===== src/rtl/adder_measure_pkg.sv =====
// adder_measure_pkg: state encoding and default timing constants shared by the
// adder measurement sequencer and its ring-counter sampler.
package adder_measure_pkg;

    typedef enum logic [2:0] {
        IDLE,
        CLEAR,
        LOAD,
        ARM,
        RUN,
        SETTLE,
        SAMPLE,
        RESULT
    } measState_t;

    localparam int DEFAULT_SETTLE_CYCLES = 4;
    localparam int DEFAULT_MAX_RETRIES   = 3;

endpackage


===== src/rtl/adder_measure_sequencer_stable_sampler.sv =====
// stable_sampler: registers an asynchronous counter bus on every clock and
// compares two consecutive captures. A match means the bus held still long
// enough to trust the value; the owner counts failed compares through the
// retry counter kept here.
module stable_sampler
    import adder_measure_pkg::*;
#(
    parameter int WIDTH      = 32,
    parameter int RETRY_BITS = $clog2(DEFAULT_MAX_RETRIES + 2)
) (
    input  logic                  i_clk,
    input  logic                  i_reset_b,
    input  logic [WIDTH-1:0]      i_bus,
    input  logic                  i_clearRetries,
    input  logic                  i_countRetry,
    output logic                  o_match,
    output logic [WIDTH-1:0]      o_sample,
    output logic [RETRY_BITS-1:0] o_retries
);

    logic [WIDTH-1:0]      r_sampleNew;
    logic [WIDTH-1:0]      r_sampleOld;
    logic [RETRY_BITS-1:0] r_retries;

    // Capture the bus each cycle and keep the previous capture beside it
    always_ff @(posedge i_clk) begin
        if (!i_reset_b) begin
            r_sampleNew <= '0;
            r_sampleOld <= '0;
        end else begin
            r_sampleNew <= i_bus;
            r_sampleOld <= r_sampleNew;
        end
    end

    // Saturating count of failed compares for the readout in progress
    always_ff @(posedge i_clk) begin
        if (!i_reset_b) begin
            r_retries <= '0;
        end else if (i_clearRetries) begin
            r_retries <= '0;
        end else if (i_countRetry && (r_retries != '1)) begin
            r_retries <= r_retries + RETRY_BITS'(1);
        end
    end

    assign o_match   = (r_sampleNew == r_sampleOld);
    assign o_sample  = r_sampleNew;
    assign o_retries = r_retries;

endmodule


===== src/rtl/adder_measure_sequencer.sv =====
// adder_measure_sequencer: runs one measurement of the instrumented adder --
// clear, load, enable, wait for done, settle, then capture the ring counter
// with a double-sample check. Every output is registered from the next state.
// Optional feature macro ADDER_MEASURE_ACCUM_EN: when defined, the run is
// repeated repeats+1 times and the captures are summed; when undefined, the
// repeat count is ignored and the single capture is reported.
module adder_measure_sequencer
    import adder_measure_pkg::*;
#(
    parameter int COUNT_BITS    = 32,
    parameter int REP_BITS      = 4,
    parameter int SETTLE_CYCLES = DEFAULT_SETTLE_CYCLES,
    parameter int MAX_RETRIES   = DEFAULT_MAX_RETRIES
) (
    input  logic                           i_clk,
    input  logic                           i_reset_b,
    input  logic                           i_start,
    input  logic                           i_abort,
    input  logic [COUNT_BITS-1:0]          i_integration_time,
    input  logic [REP_BITS-1:0]            i_repeats,
    output logic                           o_dut_reset,
    output logic                           o_dut_counter_load,
    output logic                           o_dut_counter_enable,
    output logic [COUNT_BITS-1:0]          o_dut_integration_time,
    input  logic                           i_dut_done,
    input  logic [COUNT_BITS-1:0]          i_dut_ring_count,
    output logic                           o_busy,
    output logic                           o_result_valid,
    input  logic                           i_result_ready,
    output logic [COUNT_BITS+REP_BITS-1:0] o_result_count,
    output logic                           o_error
);

    localparam int ACC_BITS    = COUNT_BITS + REP_BITS;
    localparam int SETTLE_BITS = (SETTLE_CYCLES > 1) ? $clog2(SETTLE_CYCLES) : 1;
    localparam int RETRY_BITS  = $clog2(MAX_RETRIES + 2);

    measState_t            r_state;
    measState_t            w_nextState;
    logic [SETTLE_BITS-1:0] r_settleCount;
    logic                  r_samplePhase;
    logic [REP_BITS-1:0]   r_runIndex;
    logic [REP_BITS-1:0]   r_repeats;
    logic [REP_BITS-1:0]   w_repeatsLatch;
    logic                  w_startAccept;
    logic                  w_lastRun;
    logic                  w_capture;
    logic                  w_retry;
    logic                  w_giveUp;
    logic                  w_match;
    logic [COUNT_BITS-1:0] w_sample;
    logic [RETRY_BITS-1:0] w_retries;
    logic [ACC_BITS-1:0]   w_accumNext;

    stable_sampler #(
        .WIDTH      (COUNT_BITS),
        .RETRY_BITS (RETRY_BITS)
    ) u_sampler (
        .i_clk          (i_clk),
        .i_reset_b      (i_reset_b),
        .i_bus          (i_dut_ring_count),
        .i_clearRetries (r_state != SAMPLE),
        .i_countRetry   (w_retry),
        .o_match        (w_match),
        .o_sample       (w_sample),
        .o_retries      (w_retries)
    );

`ifdef ADDER_MEASURE_ACCUM_EN
    logic [ACC_BITS-1:0] r_accum;

    assign w_accumNext    = r_accum + ACC_BITS'(w_sample);
    assign w_repeatsLatch = i_repeats;

    // Running sum of captures, restarted by each accepted start
    always_ff @(posedge i_clk) begin
        if (!i_reset_b) begin
            r_accum <= '0;
        end else if (w_startAccept) begin
            r_accum <= '0;
        end else if (w_capture) begin
            r_accum <= w_accumNext;
        end
    end
`else
    logic w_unusedRepeats;

    assign w_unusedRepeats = ^i_repeats;
    assign w_accumNext     = ACC_BITS'(w_sample);
    assign w_repeatsLatch  = '0;
`endif

    assign w_startAccept = (r_state == IDLE) && i_start && !i_abort;
    assign w_lastRun     = (r_runIndex == r_repeats);

    // State register
    always_ff @(posedge i_clk) begin
        if (!i_reset_b) begin
            r_state <= IDLE;
        end else begin
            r_state <= w_nextState;
        end
    end

    // Next-state logic and capture decisions; abort overrides everything
    always_comb begin
        w_nextState = r_state;
        w_capture   = 1'b0;
        w_retry     = 1'b0;
        w_giveUp    = 1'b0;
        case (r_state)
            IDLE:   if (i_start) w_nextState = CLEAR;
            CLEAR:  w_nextState = LOAD;
            LOAD:   w_nextState = ARM;
            ARM:    w_nextState = RUN;
            RUN:    if (i_dut_done) w_nextState = SETTLE;
            SETTLE: if (r_settleCount == SETTLE_BITS'(SETTLE_CYCLES - 1)) w_nextState = SAMPLE;
            SAMPLE: begin
                if (r_samplePhase) begin
                    if (w_match) begin
                        w_capture = 1'b1;
                    end else if (w_retries == RETRY_BITS'(MAX_RETRIES)) begin
                        w_capture = 1'b1;
                        w_giveUp  = 1'b1;
                    end else begin
                        w_retry = 1'b1;
                    end
                    if (w_capture) begin
                        w_nextState = w_lastRun ? RESULT : CLEAR;
                    end
                end
            end
            RESULT: if (i_result_ready) w_nextState = IDLE;
            default: w_nextState = IDLE;
        endcase
        if (i_abort) begin
            w_nextState = IDLE;
            w_capture   = 1'b0;
            w_retry     = 1'b0;
            w_giveUp    = 1'b0;
        end
    end

    // Settle timer and sample-phase toggle, both restart whenever their state is left
    always_ff @(posedge i_clk) begin
        if (!i_reset_b) begin
            r_settleCount <= '0;
            r_samplePhase <= 1'b0;
        end else begin
            r_settleCount <= ((r_state == SETTLE) && (w_nextState == SETTLE))
                             ? r_settleCount + SETTLE_BITS'(1) : '0;
            r_samplePhase <= ((r_state == SAMPLE) && (w_nextState == SAMPLE))
                             ? ~r_samplePhase : 1'b0;
        end
    end

    // Run bookkeeping, latched configuration and registered outputs
    always_ff @(posedge i_clk) begin
        if (!i_reset_b) begin
            r_runIndex             <= '0;
            r_repeats              <= '0;
            o_dut_reset            <= 1'b1;
            o_dut_counter_load     <= 1'b0;
            o_dut_counter_enable   <= 1'b0;
            o_dut_integration_time <= '0;
            o_busy                 <= 1'b0;
            o_result_valid         <= 1'b0;
            o_result_count         <= '0;
            o_error                <= 1'b0;
        end else begin
            o_dut_reset          <= (w_nextState == CLEAR);
            o_dut_counter_load   <= (w_nextState == LOAD);
            o_dut_counter_enable <= (w_nextState == ARM) || (w_nextState == RUN) ||
                                    (w_nextState == SETTLE) || (w_nextState == SAMPLE);
            o_busy               <= (w_nextState != IDLE);
            o_result_valid       <= (w_nextState == RESULT);
            if (w_startAccept) begin
                o_dut_integration_time <= i_integration_time;
                r_repeats              <= w_repeatsLatch;
                r_runIndex             <= '0;
                o_error                <= 1'b0;
            end else if (w_capture && !w_lastRun) begin
                r_runIndex <= r_runIndex + REP_BITS'(1);
            end
            if (w_giveUp) begin
                o_error <= 1'b1;
            end
            if (w_capture && w_lastRun) begin
                o_result_count <= w_accumNext;
            end
        end
    end

endmodule


===== config.mk =====
export PLATFORM = sky130hd
export DESIGN_NAME = adder_measure_sequencer
export DESIGN_NICKNAME = d
export VERILOG_FILES = /design/src/rtl/adder_measure_pkg.sv /design/src/rtl/adder_measure_sequencer_stable_sampler.sv /design/src/rtl/adder_measure_sequencer.sv
export SDC_FILE = /design/constraint.sdc
export NUM_CORES = 1
export LEC_CHECK = 0
export BUFFER_PORTS_ARGS = -buffer_cell sky130_fd_sc_hd__clkbuf_2
export CORE_UTILIZATION = 30
export CTS_CLUSTER_DIAMETER = 50
export DETAILED_ROUTE_END_ITERATION = 8
export GPL_TIMING_DRIVEN = 1
export PLACE_DENSITY = 0.52
export SETUP_SLACK_MARGIN = 0.5
export SYNTH_ARGS = -nofsm -noshare
export SYNTH_HDL_FRONTEND = slang
export SYNTH_SLANG_ARGS = --single-unit

===== constraint.sdc =====
create_clock -name i_clk -period 2.5 [get_ports i_clk]
set_input_delay 0.125 -clock i_clk [delete_from_list [all_inputs] [get_ports i_clk]]
set_output_delay 0.125 -clock i_clk [all_outputs]
set_load 0.02 [all_outputs]

-- After elaboration in Yosys (flattened, before gate mapping)
Cells that the tools add are included.
- bitwise gates (word level): 2
- eq/ne operators: 19
- $add $sub $neg: 3
- multiplexer cells: 27
- reductions and logical operators: 20
- operators by type and width (cell ; number):
    32-bit equality test ; 1
    3-bit equality test (second input constant) ; 8
    3-bit 2-to-1 mux ; 8
    3-bit one-hot mux with 8 select lines ; 1
    1-bit 2-to-1 mux ; 18
    3-bit by 2-bit equality test with 1-bit output (second input constant) ; 5
    1-bit logical AND ; 7
    3-bit by 1-bit equality test with 1-bit output (second input constant) ; 2
    3-bit != test (second input constant) ; 2
    4-bit by 1-bit adder with 4-bit output (second input constant) ; 1
    4-bit zero test ; 1
    2-bit AND reduction ; 2
    2-bit OR reduction ; 2
    3-bit by 1-bit adder with 3-bit output (second input constant) ; 1
    3-bit zero test ; 1
    1-bit logical OR ; 3
    3-bit nonzero test ; 1
    2-bit by 1-bit adder with 2-bit output (second input constant) ; 1
    2-bit equality test (second input constant) ; 1
    1-bit zero test ; 2
    1-bit inverter ; 2
    2-bit nonzero test ; 1
- register bits after elaboration: 147
- input port bits: 74
- output and inout port bits: 74
- word-level logic and storage cells: 86

-- Longest topological paths before layout
Gate-level depths: netlist of the first run.
- depth after elaboration: 13
- depth in mapped cells: 10
- depth with buffers taken out: 7

-- Cells and area by module
Synthesis of the first run repeated with hierarchy kept, for this count alone.
- cells, all modules: 537
- area, all modules: 5357.6 um^2
- modules (own cells, without submodules) (module ; sequential area each (um^2) ; instances ; area each (um^2) ; cells each):
    adder_measure_sequencer ; 1601.5 ; 1 ; 3163.0 ; 346
    stable_sampler ; 1341.3 ; 1 ; 2194.6 ; 191

-- Least setup slack after synthesis of the first run
OpenSTA, ideal clock, no wires.
- path type: register to register
- start point: reg u_sampler.r_sampleNew[25], in the netlist u_sampler.o_sample[25]
- end point: reg r_runIndex[1]
- data arrival time: 1748 ps
- stages on the path, launching flop included: 8
- data required time: 2384 ps
- clock period less this slack: 1864 ps
- setup time: 116 ps
- setup slack: 636 ps
- path buffers: 0
- path through: dfxtp_1 > xnor2_1 > nand4_1 > nor4_2 > a21oi_2 > or4_4 > mux2i_1 > nor2_1
- word-level cells in the longest chain between the ends: 8
- RTL lines (item ; line ; source):
    start: declaration ; adder_measure_sequencer_stable_sampler.sv:21 ; logic [WIDTH-1:0] r_sampleNew;
    start signal: assignment ; adder_measure_sequencer_stable_sampler.sv:31 ; r_sampleNew <= i_bus;
    32-bit equality test ; adder_measure_sequencer_stable_sampler.sv:47 ; assign o_match = (r_sampleNew == r_sampleOld);
    1-bit 2-to-1 mux ; adder_measure_sequencer.sv:120 ; if (w_match) begin
    1-bit 2-to-1 mux ; adder_measure_sequencer.sv:119 ; if (r_samplePhase) begin
    1-bit 2-to-1 mux ; adder_measure_sequencer.sv:111 ; case (r_state)
    1-bit 2-to-1 mux ; adder_measure_sequencer.sv:119 ;
    1-bit 2-to-1 mux ; adder_measure_sequencer.sv:111 ;
    1-bit 2-to-1 mux ; adder_measure_sequencer.sv:136 ; if (i_abort) begin
    1-bit logical AND ; adder_measure_sequencer.sv:182 ; end else if (w_capture && !w_lastRun) begin
    end signal: assignment ; adder_measure_sequencer.sv:183 ; r_runIndex <= r_runIndex + REP_BITS'(1);
    end: declaration ; adder_measure_sequencer.sv:42 ; logic [REP_BITS-1:0] r_runIndex;
No other way between the ends. The select of a mux whose other input is x is not followed.
A chain may end at the register's enable or synchronous reset.

-- Final worst setup path of the first run
- start point: reg u_sampler.r_sampleOld[29]
- end point: reg o_dut_reset
- word-level cells in the longest chain between the ends: 9
- RTL lines (item ; line ; source):
    start: declaration ; adder_measure_sequencer_stable_sampler.sv:22 ; logic [WIDTH-1:0] r_sampleOld;
    start signal: assignment ; adder_measure_sequencer_stable_sampler.sv:32 ; r_sampleOld <= r_sampleNew;
    32-bit equality test ; adder_measure_sequencer_stable_sampler.sv:47 ;
    1-bit 2-to-1 mux ; adder_measure_sequencer.sv:120 ;
    1-bit 2-to-1 mux ; adder_measure_sequencer.sv:119 ;
    1-bit 2-to-1 mux ; adder_measure_sequencer.sv:111 ;
    3-bit 2-to-1 mux ; adder_measure_sequencer.sv:128 ; if (w_capture) begin
    3-bit 2-to-1 mux ; adder_measure_sequencer.sv:119 ;
    3-bit one-hot mux with 8 select lines ; adder_measure_sequencer.sv:111 ;
    3-bit 2-to-1 mux ; adder_measure_sequencer.sv:136 ;
    3-bit by 1-bit equality test with 1-bit output ; adder_measure_sequencer.sv:171 ; o_dut_reset <= (w_nextState == CLEAR);
    end signal: assignment ; adder_measure_sequencer.sv:171 ;
    end: declaration ; adder_measure_sequencer.sv:21 ; output logic o_dut_reset,
No other way between the ends. The select of a mux whose other input is x is not followed.

==> results of run 1 <==
[path summary, 6_finish.rpt]
kind                                                 from               end  slack (ns)  cells after the start
worst max register to register  u_sampler.r_sampleOld[29]       o_dut_reset        0.36                      8
worst min-delay path                              i_abort     r_samplePhase        0.11                      2
worst min register to register           r_settleCount[0]  r_settleCount[0]        0.44                      1
worst max-delay path            u_sampler.r_sampleOld[29]       o_dut_reset        0.36                      8
[metal layers]
metal	routed length [µm]	GRT usage, %	share of wire, %	up-vias
met1	5837	17.30	46	1949
met5	0	0	0	-
li1	-	-	-	2141
met3	521	3.990	4.1	13
met4	172	6.049	1.3	0
met2	6290	22.96	49	85
[power by group through the flow]
stage | Sequential, mW | Clock, mW | Combinational, mW
after global placement | 2.52 | 0 | 0.328
after CTS | 2.47 | 2.55 | 0.426
after floorplan | 2.54 | 0 | 0.182
after global routing | 2.49 | 2.67 | 0.471
final | 2.48 | 2.48 | 0.433
after detailed placement | 2.52 | 0 | 0.332
[cell type report]
type,count,area (µm²)
Tap cell,225,281.5
Clock buffer,20,466.7
Fill cell,1670,9603
Timing Repair Buffer,218,1545
Multi-Input combinational cell,351,2480
Sequential cell,147,2960
Inverter,6,22.52
Clock inverter,12,117.6
[what timing repair did]
item / in CTS / in global routing
gates cloned: 2 / 1
gates resized for setup: 22 / 27
endpoints found under the setup margin: 47 / 46
hold buffers: 64 / 0
endpoints found under the hold margin: 64 / 0
pin swaps: 13 / 24
buffers inserted: 4 / 4
[cell families after synthesis]
| logic type | Yosys count | synth area share, % |
|---|---|---|
| simple gates | 220 | 21.77 |
| mux | 36 | 6.678 |
| buf+inv | 39 | 3.419 |
| other cells | 1 | 0.06925 |
| fa+ha+maj | 6 | 1.386 |
| flops | 147 | 54.34 |
| xor+xnor | 35 | 5.661 |
| compound gates | 50 | 6.677 |
[placed cells by master (no fill, tap or decap), types with 3 or more instances in the layout]
master           n
nand3b_1         5
clkbuf_16       18
nand3_1          3
dfxtp_1        133
and2_1          63
xnor2_2         10
nand4_1          9
dlygate4sd3_1   64
clkinvlp_4       3
mux2i_1         32
nor3b_2          3
clkbuf_8         3
ha_1             6
xnor2_1         24
buf_6            3
clkbuf_2       138
a21boi_0        32
o21ai_0          4
nor2_1          15
a21oi_1          4
nor4_4           3
nor2b_1         33
conb_1           4
buf_4            8
nand2b_1         4
nand2_1         71
dfxtp_2         14
inv_1            6
inv_6            4
[flip-flops by register name, indices dropped and copies added (netlist names), 2 cells and up]
signal,cells
o_dut_integration_time,32
o_result_count,32
u_sampler.o_sample,32
u_sampler.r_sampleOld,32
r_runIndex,4
r_state,3
u_sampler.o_retries,3
r_settleCount,2
[per-stage QoR]
step | utilization, % | instance area, µm²
2_1_floorplan | - | 5426
3_3_place_gp | 36.04 | 6299
3_5_place_dp | 36.04 | 6299
4_1_cts | 44.18 | 7721
5_1_grt | 45.05 | 7874
6_report | 45.05 | 7874
==> impl_results.md, run 1 <==
- Status: complete, no violations
- Worst setup EP type: flip-flop
- Switch Pwr: around 1.3 mW
- TritonCTS Sinks: between 100 and 150
- Async set-or-reset flop fraction in the synthesized netlist: 0%
- Syn avg cell area: roughly 10 µm²
- Placed wire-length estimate: around 8000 µm
- Post-synth top area cell: dfxtp_1
- Min cycle time layout: roughly 2.1 ns
- Core Box Area: 17480 µm²
- Slowest cell on crit path: nor4_4
- Die X: 136.4 µm
- Net Sw Frac: 23.59%
- YS warnings: 0
- Via/cell ratio: 4.278
- Sequential share of the synthesized area: approximately 54%
- Die area: around 19000 µm²
- CP max stage delay: between 0.4 and 0.5 ns
- Startpoint types: flip-flop
- Synthesized instance count: ~530
- PwrDens: roughly 680 nW/µm²
- Primary FF master, synth: dfxtp_1
- CP bufs+invs: 1
- Routed WL: approximately 13000 µm
- Fin Hold WS: roughly 0.11 ns
- Final ANT Viol Nets: 0
- Delay-heaviest family, CP: simple AND/OR/NAND/NOR gates
- Pleak: between 3 and 4 nW
- Largest net degree at the start of global routing: 87
- Clock network fraction of total power: between 40% and 50%
- First-pass iteration count of the detailed router: 4
- Final Non-Filler Cells: 979
- Top cell type's share of synthesized area: a little over half
- Iter 0 DRT Violations: around 170
- Root Buffer: clkbuf_16
- Kind of critical path: flip-flop to flip-flop
- Top post-synthesis cells by count: dfxtp_1 (147), nand2_1 (71), and2_1 (63)
- Top post-synthesis cells by area: dfxtp_1 (54%), and2_1 (7.3%), mux2i_1 (6.5%)
- Max rail drop VDD: approximately 470 µV
- Hold Path Class: primary input to flip-flop
- Global route overflow: 0
- Final period util: 85.49%
- Synth Register Bits: 147
- # DRC: 0
- Port-buffer cells: 139
- Pre-CTS WS: approximately 0.24 ns
- Post-synth EDFFs: 0
- Mapped cell area: between 5000 and 6000 µm²
- Syn-to-layout area delta: 45.40%
- DR WL/cell: about 13 µm
- CTS clk-pin slew, worst paths: 0.06 ns
- First-pass GRT wire length: about 20000 µm
- Final setup viols: 0
- Cell with the most instances after synthesis: dfxtp_1
- Number of global-route vias before repair: a little over 4000
- Final clock skew: between 0.01 and 0.015 ns
- Worst skew pair latency: approximately 0.42 ns
- Initial antenna violation count: 0
- Cells along the critical path: xnor2_2 -> nand4_1 -> nor4_4 -> a21oi_4 -> buf_6 -> o31ai_4 -> nor2_2 -> o31ai_1
- ANT cells: 0
- CTS max path bufs: 2
- Max-cap violations: 0
- H-tree Lvls: 4
- Critical Path RT: between 2 and 3 ns
- Cell Int Power: approximately 4 mW
- CTS buffer count: 17
- Initial core utilization: 30.99%
- Rows: between 40 and 50
- Share of total power in combinational logic: around 8.0%
- Total power: 5.391 mW
- Crit Path Max Fanout: 8
- Placer Congestion: 0.7158
- Final worst slack: about 0.36 ns
- Share of cells above drive strength 1: a little under a third
- Reg power frac: 46.0%
- Final hold vios: 0
- Nets: ~820
- Setup TNS: 0 ns
- CTS tree: yes
- Via count: 4188
- Post-Place Cells: roughly 870
- Distinct cells, synth: 39
- Fin. max-slew vios: 0
- Unrepaired setup endpoints after global routing: yes
- Ports: about 150
- Die Y: 136.4 µm
- Worst Path Arrival: 2.46 ns
- GRT Total Usage: 14.10%
- Achievable Freq: roughly 470 MHz
Note: power is estimated with default switching activity, not from simulation.
==> run 2, diff against run 1 <==
- ABC_AREA: unset -> 1
- CTS_CLUSTER_SIZE: unset -> 20
- PLACE_DENSITY: 0.52 -> 0.51
==> run 2 against run 1 <==
Compared with the run above:
- combinational power is 13% higher
- wire length rose by 1.1%
- count of clock-buffer cells in the layout unchanged
- sequential power hardly changed
- final cell count rose by 18%
- maximum frequency rose by 8.8%
- register-to-register slack improved by 0.17 ns
- power grew 3.6%
- first-iteration DRC count is 24% lower
- critical path depth rose by 5
- global-route usage shrank 0.58 points
- synthesized cell count increased by 31%
==> impl_results.md, run 2 <==
- Status: complete, no violations
- Final hold vios: 0 (unchanged)
- Filler cells: 1820 (+9.0%)
- CTS clk-pin slew, worst paths: 0.07 ns (about the same)
- Via/cell ratio: 4.099 (-4.2%)
- Syn-to-layout area delta: 44.37%
- Via count: 4743 (+13%)
- Die X: 137.5 µm (+0.86%)
- Syn avg cell area: 7.872 µm² (-22%)
- Most frequent cells in the layout: clkbuf_2 (138), nand2_1 (135), dfxtp_1 (135)
- Cell with the most instances after synthesis: dfxtp_1
- Top post-synthesis cells by area: dfxtp_1 (53%), nand2_1 (9.3%), nor2_1 (8.7%)
- Die area: 18910 µm² (+1.7%)
- Fin Hold WS: 0.09223 ns (-0.02022 ns)
- Clock network fraction of total power: 46.6% (+0.6 points)
- Root Buffer: clkbuf_16
- TritonCTS Sinks: 147 (unchanged)
- Placed cell area: 6384 µm² (+1.4%)
- Synth Area in Adders: 1.362% (-0.024 points)
- # DRC: 0 (unchanged)
- Synth Register Bits: 147 (unchanged)
- Unrepaired setup endpoints after global routing: yes
- Post-Synth Simple-Gate Area: 22.21% (+0.44 points)
- Share of total power in combinational logic: 8.8% (+0.8 points)
- Final clock skew: 0.01088 ns (-0.002760 ns)
- Core Box Area: 17960 µm² (+2.8%)
- H-tree Lvls: 4 (unchanged)
- Largest net degree at the start of global routing: 88 (+1.1%)
- Top cell type's share of synthesized area: 53.41% (-0.94 points)
- Post-synth EDFFs: 0 (unchanged)
- PwrDens: 702.3 nW/µm² (+2.6%)
- Most common cell after layout, fill and taps aside: clkbuf_2
- Max-cap violations: 0 (unchanged)
- Worst setup EP type: flip-flop
- Synth Area in Compound Gates: 8.719% (+2.0 points)
- Hold Path Class: primary input to flip-flop
- R2R depth: 13 (+5)
- Post-synth top area cell: dfxtp_1
- Mapped cell area: 5510 µm² (+1.8%)
- Reg-to-reg startpoint: u_sampler.o_sample[15]
- Startpoint types: flip-flop
- Reg2reg end: o_result_count[5]
- Design area: 7955 µm² (+1.0%)
- Synthesized instance count: 700 (+31%)
- Sequential share of the synthesized area: 53.41% (-0.94 points)
- XOR/XNOR Fraction of Synth Area: 3.815% (-1.8 points)
- Reg power frac: 44.6% (-1.4 points)
- CTS tree: yes
- Crit path from: u_sampler.o_sample[15]
- Nets: 995 (+21%)
- Switch Pwr: 1.349 mW (+6.1%)
- DR WL/cell: 11.20 µm (-14%)
- Worst Path Arrival: 2.31 ns (-0.15 ns)
- Max_slew headroom: 64.29%
- Setup TNS: 0 ns (unchanged)
- Initial core utilization: 30.67% (-0.31 points)
- Worst skew pair latency: 0.41 ns (about the same)
- Net Sw Frac: 24.14% (+0.55 points)
- First-pass iteration count of the detailed router: 4 (unchanged)
- Max rail drop VDD: 475.3 µV (+1.6%)
- Final period util: 78.54% (-6.9 points)
- Min cycle time layout: 1.964 ns (-0.1735 ns)
- First-pass GRT wire length: 19600 µm (-1.9%)
- Routed WL: 12960 µm (+1.1%)
- Die Y: 137.5 µm (+0.86%)
- ANT cells: 0 (unchanged)
- Final setup viols: 0 (unchanged)
- YS warnings: 0 (unchanged)
- Placer Congestion: 0.7345 (+2.6%)
- Iter 0 DRT Violations: 127 (-24%)
- Async set-or-reset flop fraction in the synthesized netlist: 0% (unchanged)
- Combinational family with the most area after synthesis: simple AND/OR/NAND/NOR gates
- Fin. max-slew vios: 0 (unchanged)
- Primary FF master, synth: dfxtp_1
- Pleak: 4.010 nW (+16%)
- Flop2flop setup slack: 0.54 ns (+0.17 ns)
- Achievable Freq: 509.3 MHz (+8.8%)
- Global route overflow: 0 (unchanged)
- Cell Int Power: 4.238 mW (+2.9%)
- GRT Total Usage: 13.52% (-0.58 points)
- Multiplexer share of the synthesized area: 0% (-6.7 points)
- Crit Path Max Fanout: 5 (-3)
- Share of cells above drive strength 1: 27.16% (-3.2 points)
- Placed wire-length estimate: 7575 µm (-6.2%)
- Critical Path RT: 2.85 ns (+0.02 ns)
- CTS buffer count: 17 (unchanged)
- CTS max path bufs: 2 (unchanged)
- Port-buffer cells: 139 (unchanged)
- Ports: 148 (unchanged)
- Final ANT Viol Nets: 0 (unchanged)
- Initial antenna violation count: 0 (unchanged)
- Rows: 49 (+2.1%)
- Kind of critical path: flip-flop to flip-flop
- Top post-synthesis cells by count: dfxtp_1 (147), nand2_1 (137), nor2_1 (128)
- Distinct cells, synth: 33 (-15%)
- Number of global-route vias before repair: 4227 (+2.3%)
- Crit path to: o_result_count[5]
- Slew @ Worst Pin: ~0.53 ns
[run 2: how the worst min path moves through the flow]
stage,from,end,slack [ns],depth (start not counted)
2_1_floorplan,i_dut_ring_count[0],u_sampler.o_sample[0],0.22,2
6_report,i_abort,o_error,0.09,4
3_3_place_gp,i_dut_ring_count[13],u_sampler.o_sample[13],0.31,3
4_1_cts,i_abort,o_error,0.07,4
3_5_place_dp,i_dut_ring_count[11],u_sampler.o_sample[11],0.31,3
5_1_grt,i_abort,o_error,0.12,4
[run 2: repair_timing]
| action | 4_1_cts | 5_1_grt |
|---|---|---|
| hold endpoints to repair | 64 | 0 |
| hold buffers | 64 | 0 |
| gates cloned | 1 | 4 |
| gates resized for setup | 0 | 43 |
| pin swaps | 0 | 21 |
| setup endpoints to repair | 24 | 40 |
| setup buffers | 2 | 10 |
[run 2: through the flow]
| stage | setup WS (ns) | std cells | total power, mW | util [%] |
|---|---|---|---|---|
| 2_1_floorplan | 0.8705 | 703 | 2.807 | - |
| 3_3_place_gp | 0.4656 | 1044 | 2.949 | 35.54 |
| 3_5_place_dp | 0.4590 | 1044 | 2.952 | 35.54 |
| 4_1_cts | 0.4502 | 1143 | 5.676 | 42.84 |
| 5_1_grt | 0.3950 | 1157 | 5.854 | 44.29 |
| 6_report | 0.5364 | 1157 | 5.587 | 44.29 |
[run 2: per-layer routing]
layer	GRT usage, %	vias to the layer above	wire length, µm
li1	-	2536	-
met1	15.91	2077	6217
met2	22.72	123	5827
met3	4.709	7	816
met4	4.579	0	102
met5	0	-	0
[run 2: power groups by stage]
| stage | sequential [mW] | clock, mW | combinational, mW |
|---|---|---|---|
| floorplan | 2.59 | 0 | 0.216 |
| global placement | 2.54 | 0 | 0.407 |
| detailed placement | 2.55 | 0 | 0.407 |
| CTS | 2.49 | 2.70 | 0.486 |
| global route | 2.50 | 2.79 | 0.558 |
| finish | 2.49 | 2.60 | 0.491 |
[run 2: area by class of cell]
cell class	instances	area, µm²	area share (%)
well taps	229	286.5	3.602
flip-flops and latches	147	2965	37.28
clock buffers	20	466.7	5.867
clock inverters	12	143.9	1.809
multi-input cells	420	2066	25.97
inverters	105	396.6	4.986
repair buffers	224	1630	20.49
[run 2: cells by family (layout without fill, tap and decap cells)]
logic type,Yosys count,count (layout)
XOR/XNOR,24,24
buffers and inverters,136,361
AO/OA/AOI/OAI,87,87
flip-flops,147,147
adder cells (fa/ha/maj),6,6
other,1,4
AND/OR/NAND/NOR,299,299
[run 2: worst max-delay path, stage by stage (launching register included)]
cell and delay [ns]:
dfxtp_4 0.36, xnor2_2 0.12, nand2_1 0.08, nor2_1 0.11
nand2_1 0.08, nor2_2 0.15, nand2_2 0.11, nand2_4 0.10
nand4_4 0.11, nor2_8 0.20, buf_12 0.16, clkbuf_16 0.15
o21ai_2 0.05, a21oi_2 0.11
==> run 3, diff against run 2 <==
- clock period: 2.5 -> 1.9 ns (I/O delays scaled with it)
==> run 3 against run 2 <==
Compared with the run above:
- core utilization grew 0.77 points
- critical endpoint is now o_result_count[20]
- worst setup slack lost 0.46 ns
- highest routed layer unchanged
- maximum frequency grew 7.7%
- flip-flop and latch count is the same
- sequential power grew 32%
- clock skew is essentially flat
==> impl_results.md, run 3 (synthesis gave the netlist of run 2 again) <==
- CTS clk-pin slew, worst paths: 0.07 ns (about the same)
- Placer Congestion: 0.7679 (+4.5%)
- Status: complete, no violations
- Via count: 4723 (-0.42%)
- Worst Path Arrival: 2.18 ns (-0.13 ns)
- Ports: 148 (unchanged)
- Largest net degree at the start of global routing: 133 (+51%)
- Fin Hold WS: 0.06237 ns (-0.02986 ns)
- Worst skew pair latency: 0.42 ns (about the same)
- Die Y: 137.5 µm (unchanged)
- Number of global-route vias before repair: 4222 (-0.12%)
- Max-cap violations: 0 (unchanged)
- Iter 0 DRT Violations: 231 (+82%)
- Share of total power in combinational logic: 9.3% (+0.5 points)
- Flop2flop setup slack: 0.08 ns (-0.46 ns)
- Placed cell area: 6475 µm² (+1.4%)
- Filler cells: 1810 (-0.55%)
- Rows: 49 (unchanged)
- Final ANT Viol Nets: 0 (unchanged)
- Port-buffer cells: 139 (unchanged)
- DR WL/cell: 10.98 µm (-2.0%)
- Cells along the critical path: xnor2_2 -> nand2_1 -> nor2_1 -> nand2_1 -> nor2_2 -> nand2_2 -> nand2_4 -> nand4_4 -> nor2_8 -> buf_12 -> clkbuf_16 -> o21ai_2 -> a21oi_2
- Most frequent cells in the layout: clkbuf_2 (138), nand2_1 (128), dfxtp_1 (123)
- Max rail drop VDD: 593.3 µV (+25%)
- CTS max path bufs: 2 (unchanged)
- Switch Pwr: 1.795 mW (+33%)
- First-pass iteration count of the detailed router: 4 (unchanged)
- Critical Path Most Common Cell: nand2_1
- TritonCTS Sinks: 147 (unchanged)
- ANT cells: 0 (unchanged)
- Crit Path Max Fanout: 4 (-1)
- Placed wire-length estimate: 7677 µm (+1.3%)
- First-pass GRT wire length: 19640 µm (+0.21%)
- Cell Int Power: 5.627 mW (+33%)
- H-tree Lvls: 4 (unchanged)
- Worst setup EP type: flip-flop
- Setup TNS: 0 ns (unchanged)
- Clock network fraction of total power: 46.4% (-0.2 points)
- Share of cells above drive strength 1: 30.89% (+3.7 points)
- Pre-CTS WS: -0.009997 ns (-0.4690 ns)
- # DRC: 0 (unchanged)
- Routed WL: 12710 µm (-1.9%)
- Syn-to-layout area delta: 46.87%
- CTS tree: yes
- Core Box Area: 17960 µm² (unchanged)
- PwrDens: 917.0 nW/µm² (+31%)
- Kind of critical path: flip-flop to flip-flop
- Final setup viols: 0 (unchanged)
- Unrepaired setup endpoints after global routing: yes
- Reg power frac: 44.3% (-0.3 points)
- Final period util: 95.92% (+17 points)
- Startpoint types: flip-flop
- Via/cell ratio: 4.079 (-0.51%)
- CP max stage delay: 0.33 ns (-0.03 ns)
- Final hold vios: 0 (unchanged)
- Final core utilization: 45.05% (+0.77 points)
- Final worst slack: 0.07750 ns (-0.4589 ns)
- Achievable Freq: 548.7 MHz (+7.7%)
- Global route overflow: 0 (unchanged)
- Fin. max-slew vios: 0 (unchanged)
- Final clock skew: 0.01082 ns (-0.00005720 ns)
- Min cycle time layout: 1.823 ns (-0.1411 ns)
- Pleak: 4.039 nW (+0.71%)
- Nets: 996 (+0.10%)
- CP bufs+invs: 2 (unchanged)
- Initial core utilization: 30.67% (unchanged)
- Initial antenna violation count: 0 (unchanged)
- Most common cell after layout, fill and taps aside: clkbuf_2
- Die X: 137.5 µm (unchanged)
- Hold Path Class: primary input to flip-flop
- Critical Path RT: 2.25 ns (-0.60 ns)
- Delay-heaviest family, CP: simple AND/OR/NAND/NOR gates
- Design area: 8093 µm² (+1.7%)
- Max_slew headroom: 57.89% (-6.4 points)
- Slew @ Worst Pin: 0.6316 ns (+0.09799 ns)
- CTS buffer count: 17 (unchanged)
- GRT Total Usage: 13.45% (-0.074 points)
- Root Buffer: clkbuf_16
- Net Sw Frac: 24.18% (+0.043 points)
- Slowest cell on crit path: dfxtp_2
- Die area: 18910 µm² (unchanged)
## run 3: cell types whose count changed in the layout (fill, tap and decap cells not counted), sizes merged
cell	previous run	this run
inv	109	108
buf	19	21
bufinv	2	3
clkinv	4	5
clkbuf	161	159
## run 3: timing repair
| action | in CTS | in global routing |
|---|---|---|
| gates resized for setup | 26 | 34 |
| setup endpoints to repair | 82 | 83 |
| hold endpoints to repair | 64 | 0 |
| pin swaps | 6 | 6 |
| setup buffers | 9 | 3 |
| cloned | 1 | 3 |
| hold buffers | 64 | 0 |
## run 3: through the flow
stage / instances / power, mW
global route: 1158 / 7.771
CTS: 1152 / 7.489
finish: 1158 / 7.421
floorplan: 703 / 3.700
detailed placement: 1046 / 3.898
global placement: 1046 / 3.892
## run 3: area by class of cell
class	instances	area, µm²	share of cell area [%]
flip-flops and latches	147	2975	36.77
multi-input cells	420	2156	26.64
repair buffers	225	1658	20.49
clock buffers	19	432.9	5.349
inverters	105	409.1	5.056
well taps	229	286.5	3.541
clock inverters	13	175.2	2.165
## run 3: path summary, 6_finish.rpt
| check | cells after the start | from | to |
|---|---|---|---|
| worst min-delay path | 4 | i_abort | o_error |
| worst min register to register | 1 | r_settleCount[0] | r_settleCount[0] |
| worst max-delay path | 13 | u_sampler.o_sample[31] | o_result_count[20] |
| worst max register to register | 13 | u_sampler.o_sample[31] | o_result_count[20] |
## run 3: worst min-delay path: cells and delay by family
kind                   cells  cell delay (ns)
AO/OA/AOI/OAI              1             0.05
buffers and inverters      1             0.13
AND/OR/NAND/NOR            2             0.16
## run 3: routing by layer
layer	track usage (%)	up-vias	part of all wire, %
met4	4.396	0	0.98
met3	4.341	12	6.3
met5	0	-	0
met2	20.99	124	44
li1	-	2535	-
met1	17.40	2052	49
## run 3: power groups by stage
stage               Combinational (mW)  Sequential (mW)  Clock (mW)
global route                     0.776             3.30        3.69
finish                           0.689             3.29        3.45
CTS                              0.662             3.29        3.54
detailed placement               0.546             3.35           0
floorplan                        0.288             3.41           0
global placement                 0.543             3.35           0
